**config.mk**
```make
export PLATFORM = sky130hd
export DESIGN_NAME = rx_sampler_flat
export DESIGN_NICKNAME = d
export VERILOG_FILES = /design/src/rtl/uart_pkg.sv /design/src/rtl/rx_sampler_if.sv /design/src/rtl/rx_sync.sv /design/src/rtl/rx_sampler.sv /design/src/flat_wrapper.sv
export SDC_FILE = /design/constraint.sdc
export NUM_CORES = 1
export LEC_CHECK = 0
export BUFFER_PORTS_ARGS = -buffer_cell sky130_fd_sc_hd__buf_4
export CORE_MARGIN = 5
export CORE_UTILIZATION = 39
export DETAILED_ROUTE_END_ITERATION = 6
export GPL_TIMING_DRIVEN = 0
export SKIP_CTS_REPAIR_TIMING = 1
export SYNTH_ARGS = -nofsm -noshare
export SYNTH_HDL_FRONTEND = slang
export SYNTH_SLANG_ARGS = --single-unit
```
**constraint.sdc**
```tcl
create_clock -name clk -period 2.1 [get_ports clk]
set_clock_uncertainty 0.1 [all_clocks]
set_input_delay 0.42 -clock clk [delete_from_list [all_inputs] [get_ports clk]]
set_output_delay 0.42 -clock clk [all_outputs]
set_load 0.005 [all_outputs]
```
**src/rtl/uart_pkg.sv**
```systemverilog
// Shared constants and receive-state encoding for the UART receive path.
package uart_pkg;

    localparam int DATA_BITS          = 8;
    localparam int OVERSAMPLE_DEFAULT = 16;

    typedef enum logic [2:0] {
        ST_HUNT      = 3'd0,
        ST_START_CHK = 3'd1,
        ST_DATA      = 3'd2,
        ST_PARITY    = 3'd3,
        ST_STOP      = 3'd4,
        ST_HOLD      = 3'd5
    } state_t;

endpackage

```
**src/rtl/rx_sampler_if.sv**
```systemverilog
// Control/status bundle between the receive control FSM (master) and rx_sampler (slave).
interface rx_sampler_if;
    import uart_pkg::*;

    logic                 start;
    logic                 shift;
    logic                 parity_load;
    logic                 chk_stop;
    logic                 strt_bit;
    logic                 data_valid;
    logic                 parity_error;
    logic                 stop_error;
    logic                 rx_done;
    logic [DATA_BITS-1:0] rx_data;

    modport master (
        output start, shift, parity_load, chk_stop,
        input  strt_bit, data_valid, parity_error, stop_error, rx_done, rx_data
    );

    modport slave (
        input  start, shift, parity_load, chk_stop,
        output strt_bit, data_valid, parity_error, stop_error, rx_done, rx_data
    );

endinterface

```
**src/rtl/rx_sync.sv**
```systemverilog
// Two-flop synchronizer for the asynchronous serial line; resets to the idle-high level.
module rx_sync (
    input  logic clk,
    input  logic reset,
    input  logic d,
    output logic q
);

    logic meta;

    // NOTE: non-blocking assignments keep these as two distinct flop stages; blocking would collapse them into one.
    always_ff @(posedge clk) begin
        if (reset) begin
            meta <= 1'b1;
            q    <= 1'b1;
        end else begin
            meta <= d;
            q    <= meta;
        end
    end

endmodule

```
**src/rtl/rx_sampler.sv**
```systemverilog
// Oversampling UART receive datapath: start-bit qualification, mid-bit sampling,
// parity/stop checking and a held result until the control FSM releases shift.
module rx_sampler
    import uart_pkg::*;
#(
    parameter int OVERSAMPLE = OVERSAMPLE_DEFAULT,
    parameter bit PARITY_ODD = 1'b0
) (
    input  logic         clk,
    input  logic         reset,
    input  logic         baud_tick,
    input  logic         rx,
    rx_sampler_if.slave  bus
);

    localparam int                TICK_W    = $clog2(OVERSAMPLE);
    localparam logic [TICK_W-1:0] TICK_LAST = TICK_W'(OVERSAMPLE - 1);
    localparam logic [TICK_W-1:0] TICK_MID  = TICK_W'(OVERSAMPLE / 2 - 1);
    localparam logic [2:0]        BIT_LAST  = 3'(DATA_BITS - 1);

    state_t               state, state_next;
    logic                 rxs, rxs_q, rxs_fall;
    logic [TICK_W-1:0]    tick_cnt;
    logic [2:0]           bit_cnt;
    logic                 tick_clr, tick_inc, start_ok, bit_take, par_take, stop_take;
    logic [DATA_BITS-1:0] rx_data_q;
    logic                 strt_bit_q, data_valid_q, parity_error_q, stop_error_q, rx_done_q;
    logic                 unused_parity_load;

    rx_sync u_sync (
        .clk   (clk),
        .reset (reset),
        .d     (rx),
        .q     (rxs)
    );

    // A line already low when hunting starts is a break, not a start bit.
    assign rxs_fall = rxs_q & ~rxs;

    always_ff @(posedge clk) begin
        if (reset) state <= ST_HUNT;
        else       state <= state_next;
    end

    always_comb begin
        // NOTE: every signal driven here gets a default first, so no branch can leave a latch behind.
        state_next = state;
        tick_clr   = 1'b0;
        tick_inc   = 1'b0;
        start_ok   = 1'b0;
        bit_take   = 1'b0;
        par_take   = 1'b0;
        stop_take  = 1'b0;
        case (state)
            ST_HUNT: begin
                if (bus.start && rxs_fall) begin
                    tick_clr   = 1'b1;
                    state_next = ST_START_CHK;
                end
            end
            ST_START_CHK: begin
                if (baud_tick) begin
                    if (tick_cnt != TICK_MID) begin
                        tick_inc = 1'b1;
                    end else begin
                        tick_clr = 1'b1;
                        if (!rxs) begin
                            start_ok   = 1'b1;
                            state_next = ST_DATA;
                        end else begin
                            state_next = ST_HUNT;
                        end
                    end
                end
            end
            ST_DATA, ST_PARITY, ST_STOP: begin
                if (!bus.shift) begin
                    state_next = ST_HUNT;
                end else if (baud_tick) begin
                    if (tick_cnt != TICK_LAST) begin
                        tick_inc = 1'b1;
                    end else begin
                        tick_clr = 1'b1;
                        if (state == ST_DATA) begin
                            bit_take = 1'b1;
                            if (bit_cnt == BIT_LAST) state_next = ST_PARITY;
                        end else if (state == ST_PARITY) begin
                            par_take   = 1'b1;
                            state_next = ST_STOP;
                        end else begin
                            stop_take  = 1'b1;
                            state_next = ST_HOLD;
                        end
                    end
                end
            end
            ST_HOLD: begin
                if (!bus.shift) state_next = ST_HUNT;
            end
            default: state_next = ST_HUNT;
        endcase
    end

    always_ff @(posedge clk) begin
        if (reset) begin
            rxs_q          <= 1'b1;
            tick_cnt       <= '0;
            bit_cnt        <= '0;
            rx_data_q      <= '0;
            strt_bit_q     <= 1'b0;
            data_valid_q   <= 1'b0;
            parity_error_q <= 1'b0;
            stop_error_q   <= 1'b0;
            rx_done_q      <= 1'b0;
        end else begin
            rxs_q <= rxs;

            if (tick_clr)      tick_cnt <= '0;
            else if (tick_inc) tick_cnt <= tick_cnt + TICK_W'(1);

            if (start_ok)      bit_cnt <= '0;
            else if (bit_take) bit_cnt <= bit_cnt + 3'd1;

            // LSB arrives first, so each sample enters at the MSB and shifts right.
            if (bit_take) rx_data_q <= {rxs, rx_data_q[DATA_BITS-1:1]};

            if (start_ok) begin
                parity_error_q <= 1'b0;
                stop_error_q   <= 1'b0;
            end
            if (par_take)  parity_error_q <= (^rx_data_q) ^ rxs ^ PARITY_ODD;
            if (stop_take) stop_error_q   <= ~rxs;

            if (stop_take)                          data_valid_q <= 1'b1;
            else if (state == ST_HOLD && !bus.shift) data_valid_q <= 1'b0;

            strt_bit_q <= start_ok;
            rx_done_q  <= bus.chk_stop & ~stop_error_q;
        end
    end

    // Parity checking is self-timed here; the control FSM's parity strobe has no effect.
    assign unused_parity_load = bus.parity_load;

    assign bus.strt_bit     = strt_bit_q;
    assign bus.data_valid   = data_valid_q;
    assign bus.parity_error = parity_error_q;
    assign bus.stop_error   = stop_error_q;
    assign bus.rx_done      = rx_done_q;
    assign bus.rx_data      = rx_data_q;

endmodule

```
**src/flat_wrapper.sv**
```systemverilog
// flat-port wrapper written by rule: the top's interface ports become plain ports
module rx_sampler_flat import uart_pkg::*;
#(
    parameter int OVERSAMPLE = OVERSAMPLE_DEFAULT,
    parameter bit PARITY_ODD = 1'b0
)
  (clk, reset, baud_tick, rx, bus_start, bus_shift, bus_parity_load, bus_chk_stop, bus_strt_bit, bus_data_valid, bus_parity_error, bus_stop_error, bus_rx_done, bus_rx_data);
  rx_sampler_if bus_i ();
  input  logic clk;
  input  logic reset;
  input  logic baud_tick;
  input  logic rx;
  input wire logic [$bits(bus_i.start)-1:0] bus_start;
  input wire logic [$bits(bus_i.shift)-1:0] bus_shift;
  input wire logic [$bits(bus_i.parity_load)-1:0] bus_parity_load;
  input wire logic [$bits(bus_i.chk_stop)-1:0] bus_chk_stop;
  output wire logic [$bits(bus_i.strt_bit)-1:0] bus_strt_bit;
  output wire logic [$bits(bus_i.data_valid)-1:0] bus_data_valid;
  output wire logic [$bits(bus_i.parity_error)-1:0] bus_parity_error;
  output wire logic [$bits(bus_i.stop_error)-1:0] bus_stop_error;
  output wire logic [$bits(bus_i.rx_done)-1:0] bus_rx_done;
  output wire logic [$bits(bus_i.rx_data)-1:0] bus_rx_data;
  assign bus_i.start = bus_start;
  assign bus_i.shift = bus_shift;
  assign bus_i.parity_load = bus_parity_load;
  assign bus_i.chk_stop = bus_chk_stop;
  assign bus_strt_bit = bus_i.strt_bit;
  assign bus_data_valid = bus_i.data_valid;
  assign bus_parity_error = bus_i.parity_error;
  assign bus_stop_error = bus_i.stop_error;
  assign bus_rx_done = bus_i.rx_done;
  assign bus_rx_data = bus_i.rx_data;
  rx_sampler #(.OVERSAMPLE(OVERSAMPLE), .PARITY_ODD(PARITY_ODD)) u_core (.clk(clk), .reset(reset), .baud_tick(baud_tick), .rx(rx), .bus(bus_i));
endmodule
```
# == Word-level counts from Yosys, hierarchy flattened ==
# Cells that the tools add are included.
# Widths: inputs -> output; s select.
# word_totals
register_bits,26
inputBits,8
word_cells,97
# classes
addsub,2
n_eq_ne,15
mux,51
bitwise_logic,5
n_reduce_logical,12
# ops
cell,n
$mux 1,38
$mux 3,9
$pmux 3 s4,1
$eq 3x3->1 const B,3
$ne 4x4->1 const B,2
$reduce_xor 8->1,1
$reduce_and 7->1,1
$eq 3x2->1 const B,2
$ne 2x2->1 const B,3
$ne 3x3->1 const B,2
$reduce_bool 2->1,3
$add 4x1->4 const B,1
$ne 4x3->1 const B,1
$reduce_or 2->1,2
$add 3x1->3 const B,1
$eq 3x1->1 const B,1
$logic_not 3->1,1
$pmux 1 s3,1
$reduce_or 3->1,1
$and 1x1->1,2
$logic_and 1x1->1,2
$mux 2,1
$ne 2x1->1 const B,1
$not 1->1,2
3 further kinds,3

# == Logic depth before layout (Yosys ltp) ==
# logic_depth
word_depth,8
depth_mapped,7
depth_no_buf,7

# == By module ==
# A second synthesis with hierarchy kept.
# unflattened
hier_cells,135
area_unflattened_um2,1277.5
# modules_own_cells
module,n_inst,cells_each,area_per_inst_um2,seq_area_each_um2
rx_sampler,1,131,1224.9,480.5
rx_sync,1,4,52.6,40.0

# == Worst setup path after synthesis ==
# Ideal clock, no wire load.
# synth_timing
path_kind,reg2reg
startpoint,register u_core.bit_cnt[0]
endpoint,register u_core.state[0]
setup_time_ns,0.058
arrival_ns,1.537
setup_slack_ns,0.404
stages_incl_launch_ff,8
n_path_buf,0
path_cell_list,dfxtp_1 > ha_1 > ha_1 > or2_2 > a21oi_1 > o21ai_1 > a211o_1 > nand2_1
# synth_via
elab_chain_cells,3
# synth_lines
element,line,source
from (decl),rx_sampler.sv:24,logic [2:0] bit_cnt;
from (signal assigned),rx_sampler.sv:122,else if (bit_take) bit_cnt <= bit_cnt + 3'd1;
$eq 3x3->1,rx_sampler.sv:86,if (bit_cnt == BIT_LAST) state_next = ST_PARITY;
$ne 4x4->1 (no source line),n/a,
$reduce_and 7->1 (no source line),n/a,
to (signal assigned),rx_sampler.sv:42,else state <= state_next;
to (decl),rx_sampler.sv:21,"state_t state, state_next;"
# Every way passes these cells.
# A chain may end at the register's enable or synchronous reset.

# == Worst setup path after layout ==
# layout_timing
startpoint,register u_core.tick_cnt[0]
endpoint,register u_core.state[2]
# layout_via
elab_chain_cells,3
# layout_lines
element,line,source
from (decl),rx_sampler.sv:23,logic [TICK_W-1:0] tick_cnt;
from (signal assigned),rx_sampler.sv:119,else if (tick_inc) tick_cnt <= tick_cnt + TICK_W'(1);
$ne 4x4->1 or $ne 4x3->1 (tied branches),"rx_sampler.sv:80, rx_sampler.sv:63",
$ne 3x3->1 (no source line) or $ne 2x2->1 (tied branches),n/a,
$reduce_and 7->1 (no source line) (*),n/a,
# Mark *: on every way between the ends. The rest lies on a longest branch, timed or not.

==> results.rst <==
.. list-table::
   :header-rows: 1

   * - Metric
     - Value
   * - Number of pins with negative max-slew slack in the final report
     - 0
   * - IR Drop Worst-Case VDD
     - 391.8 uV
   * - Setup Slack @ Placement
     - 196.9 ps
   * - Primary flip-flop cell chosen by synthesis mapping
     - sky130_fd_sc_hd__dfxtp_1
   * - Via density
     - 5.156
   * - MaxCap Viol Count
     - 0
   * - Worst-path fanout max
     - 6
   * - Critical R2R Launch
     - u_core.tick_cnt[0]
   * - Total power divided by cell area
     - 638.8 nW/um^2
   * - CP max stage delay
     - 390 ps
   * - Ratio of final minimum period to clock period
     - 92.50%
   * - Top-level I/O count
     - 21
   * - Total number of clock tree sinks
     - 26
   * - Number of synthesized flops with an enable pin
     - 0
   * - Worst reg-to-reg path cell count
     - 6
   * - Dominant cell type by count on the critical path
     - sky130_fd_sc_hd__a21oi_1
   * - Element type at the critical path end
     - flop
   * - Synth Warn #
     - 0
   * - Global-route wire length before repair
     - 4712 um
   * - Worst path setup slack after routing
     - 157.4 ps
   * - Number of clock buffers inserted by TritonCTS
     - 3
   * - Leakage component of the power
     - 0.0007220 uW
   * - HP Start
     - rx
   * - Antenna violation net count after detailed routing
     - 0
   * - Endpoint of the most critical register-to-register path
     - u_core.state[2]
   * - GRT Util Overall
     - 13.40%
   * - GP Congestion
     - 0.8549
   * - Cells after synthesis
     - 150
   * - Proportion of layout cells with a drive suffix above 1
     - 20.93%
   * - DRC violations left
     - 0
   * - Hold depth
     - 2
   * - Initial Utilization
     - 40.53%
   * - Slowest CP cell
     - sky130_fd_sc_hd__dfxtp_1
   * - Cell area reported after detailed placement
     - 1545 um^2
   * - Maximum number of pins on one net before global-route repair
     - 16
   * - Post-synthesis sequential area ratio
     - 38.48%
   * - Run status
     - finished, final reports clean
   * - Average routed wire per standard cell
     - 12.74 um
   * - Top area cells in the synthesized netlist
     - sky130_fd_sc_hd__dfxtp_1 38%, sky130_fd_sc_hd__mux2i_1 9.6%, sky130_fd_sc_hd__nor2_1 4.7%
   * - Die height
     - 68.89 um
   * - Worst-path cell chain
     - ha_1 > and4_1 > a21oi_1 > o21ai_1 > a21oi_1 > a31o_2
   * - DRT Wirelength
     - 2778 um
   * - Post-Synthesis Mean Instance Area
     - 9.017 um^2
   * - Post-Syn Area
     - 1353 um^2
   * - Vias
     - 1,124
   * - Setup repair after global routing missed its margin
     - false
   * - # rows
     - 21
   * - Clock Root Buffer
     - sky130_fd_sc_hd__clkbuf_4
   * - Number of failing hold endpoints at the final stage
     - 0
   * - Clock slew at reported path FFs
     - 140 ps
   * - HPWL after DPL
     - 2119 um
   * - Net total in the final layout
     - 184
   * - WP data required
     - 2240 ps
   * - Layout Area Growth over Synthesis
     - 18.13%
   * - Type of element launching the critical path
     - flop
   * - # setup viols final
     - 0
   * - Area share of the largest cell type after synthesis
     - 38.48%
   * - Data arrival time of the critical path
     - 2080 ps
   * - First-iteration detailed-routing DRC count
     - 35
   * - Maximum operating frequency
     - 514.8 MHz
   * - Post-synth top area cell
     - sky130_fd_sc_hd__dfxtp_1
   * - Slew HR
     - 62.64%
   * - Count of H-tree levels built during CTS
     - 1
   * - First drt pass iteration count
     - 4
   * - Final min period
     - 1943 ps
   * - Path type of the worst min-delay path
     - input pin to flop
   * - Crit path kind
     - flop to flop
   * - Worst Hold Slack
     - 167.8 ps
   * - Share of synthesized registers carrying an async set or reset
     - 0%
   * - Clock tree from TritonCTS
     - yes
   * - FF-to-FF setup slack
     - 160 ps
   * - CTS max path bufs
     - 2
   * - Total global routing overflow
     - 0
   * - Net Count, Synth
     - 161
   * - Area of the die
     - 4746 um^2
   * - Number of unique standard cell types used by synthesis
     - 45
   * - Count of port buffers added during placement
     - 18
   * - Via count of the first global-routing pass
     - 1,072
   * - Post-synthesis register bit count
     - 26
   * - Number of antenna repair diodes
     - 0
   * - Worst-skew pair later-pin latency
     - 320 ps
   * - Setup Total Neg Slack
     - 0 ps
   * - Area of the placeable core
     - 3337 um^2
   * - CP delay by family, top
     - compound AO/OA/AOI/OAI gates
   * - Slew @ Worst Pin
     - 556.1 ps
   * - Buffers plus inverters on the worst setup path
     - 0
   * - WHS Endpoint
     - u_core.u_sync.meta
   * - Width of the die
     - 68.89 um
   * - Final non-filler cell area
     - 1598 um^2
   * - Antenna violations before repair
     - 0
cell families (layout without fill, tap and decap cells):
kind of cell | count (synthesis) | after routing | synth area share, %
and+or+nand+nor | 62 | 62 | 25.25
DFF | 26 | 26 | 38.48
AOI/OAI and AO/OA | 23 | 23 | 12.30
muxes | 13 | 13 | 9.620
buffers and inverters | 12 | 34 | 4.347
xor gates and xnor gates | 10 | 10 | 6.476
adders and majority gates | 4 | 4 | 3.516
power breakdown:
part           leakage [uW]  internal [uW]  switching [uW]
Clock             0.0000279            193             150
Sequential         0.000210            505            12.0
Combinational      0.000484           71.2            89.3
cells in the mapped netlist (3+ instances only):
library cell,number
sky130_fd_sc_hd__a21oi_1,6
sky130_fd_sc_hd__dfxtp_1,26
sky130_fd_sc_hd__ha_1,3
sky130_fd_sc_hd__inv_1,6
sky130_fd_sc_hd__mux2i_1,13
sky130_fd_sc_hd__nand2_1,11
sky130_fd_sc_hd__nand3_1,5
sky130_fd_sc_hd__nor2_1,17
sky130_fd_sc_hd__nor2b_1,4
sky130_fd_sc_hd__nor3_1,4
sky130_fd_sc_hd__o21ai_0,3
sky130_fd_sc_hd__or2_2,3
sky130_fd_sc_hd__xnor2_1,7
sky130_fd_sc_hd__xor2_1,3
through the flow:
stage,util (%),total power [uW],cells
floorplan,-,647.3,150
global placement,46.31,681.5,214
global route,47.88,1075,218
finish,47.88,1021,218
detailed placement,46.31,684.4,214
CTS,47.88,1031,218
layer usage:
layer | share of wire [%] | track usage [%]
met1 | 45 | 16.35
met2 | 49 | 22.26
met3 | 3.6 | 2.917
met4 | 2.1 | 6.326
met5 | 0 | 0
worst max path at each step:
stage / from / cells after the start / slack, ps / to
final: u_core.tick_cnt[0] / 6 / 160 / u_core.state[2]
after global routing: u_core.tick_cnt[0] / 6 / 40 / u_core.state[2]
after CTS: u_core.tick_cnt[0] / 6 / 160 / u_core.state[2]
after detailed placement: u_core.tick_cnt[0] / 6 / 200 / u_core.state[2]
after global placement: u_core.tick_cnt[0] / 6 / 250 / u_core.state[2]
after floorplan: u_core.bit_cnt[0] / 7 / 400 / u_core.state[0]
sequential cells by signal, indices dropped and copies added, names as in the netlist:
name,flops
u_core.bus.strt_bit,1
u_core.bus.stop_error,1
u_core.bus.data_valid,1
u_core.bus.parity_error,1
u_core.u_sync.q,1
u_core.bus.rx_data,8
u_core.u_sync.meta,1
u_core.bit_cnt,3
u_core.tick_cnt,4
u_core.bus.rx_done,1
u_core.state,3
u_core.rxs_q,1
layout make-up:
| type | count | area [um^2] |
|---|---|---|
| Sequential cell | 26 | 520.5 |
| Inverter | 6 | 22.52 |
| Timing Repair Buffer | 18 | 135.1 |
| Fill cell | 355 | 1739 |
| Buffer | 6 | 36.28 |
| Clock buffer | 3 | 22.52 |
| Clock inverter | 1 | 30.03 |
| Multi-Input combinational cell | 112 | 773.2 |
| Tap cell | 46 | 57.56 |
placed cells by master (no fill, tap or decap), drive strengths merged, types with 2 or more instances in the layout:
cell	netlist	layout
nand3b	2	2
clkbuf	1	4
ha	3	3
mux2i	13	13
o21ai	5	5
a31o	2	2
nand4	2	2
xnor2	7	7
nor2b	4	4
nor3b	3	3
nand3	5	5
a211oi	3	3
nand2b	2	2
buf	5	23
dfxtp	26	26
a31oi	2	2
or2	3	3
nor3	4	4
inv	6	6
xor2	3	3
nor2	17	17
a21oi	7	7
nand2	11	11
(Power assumes the default switching activity.)
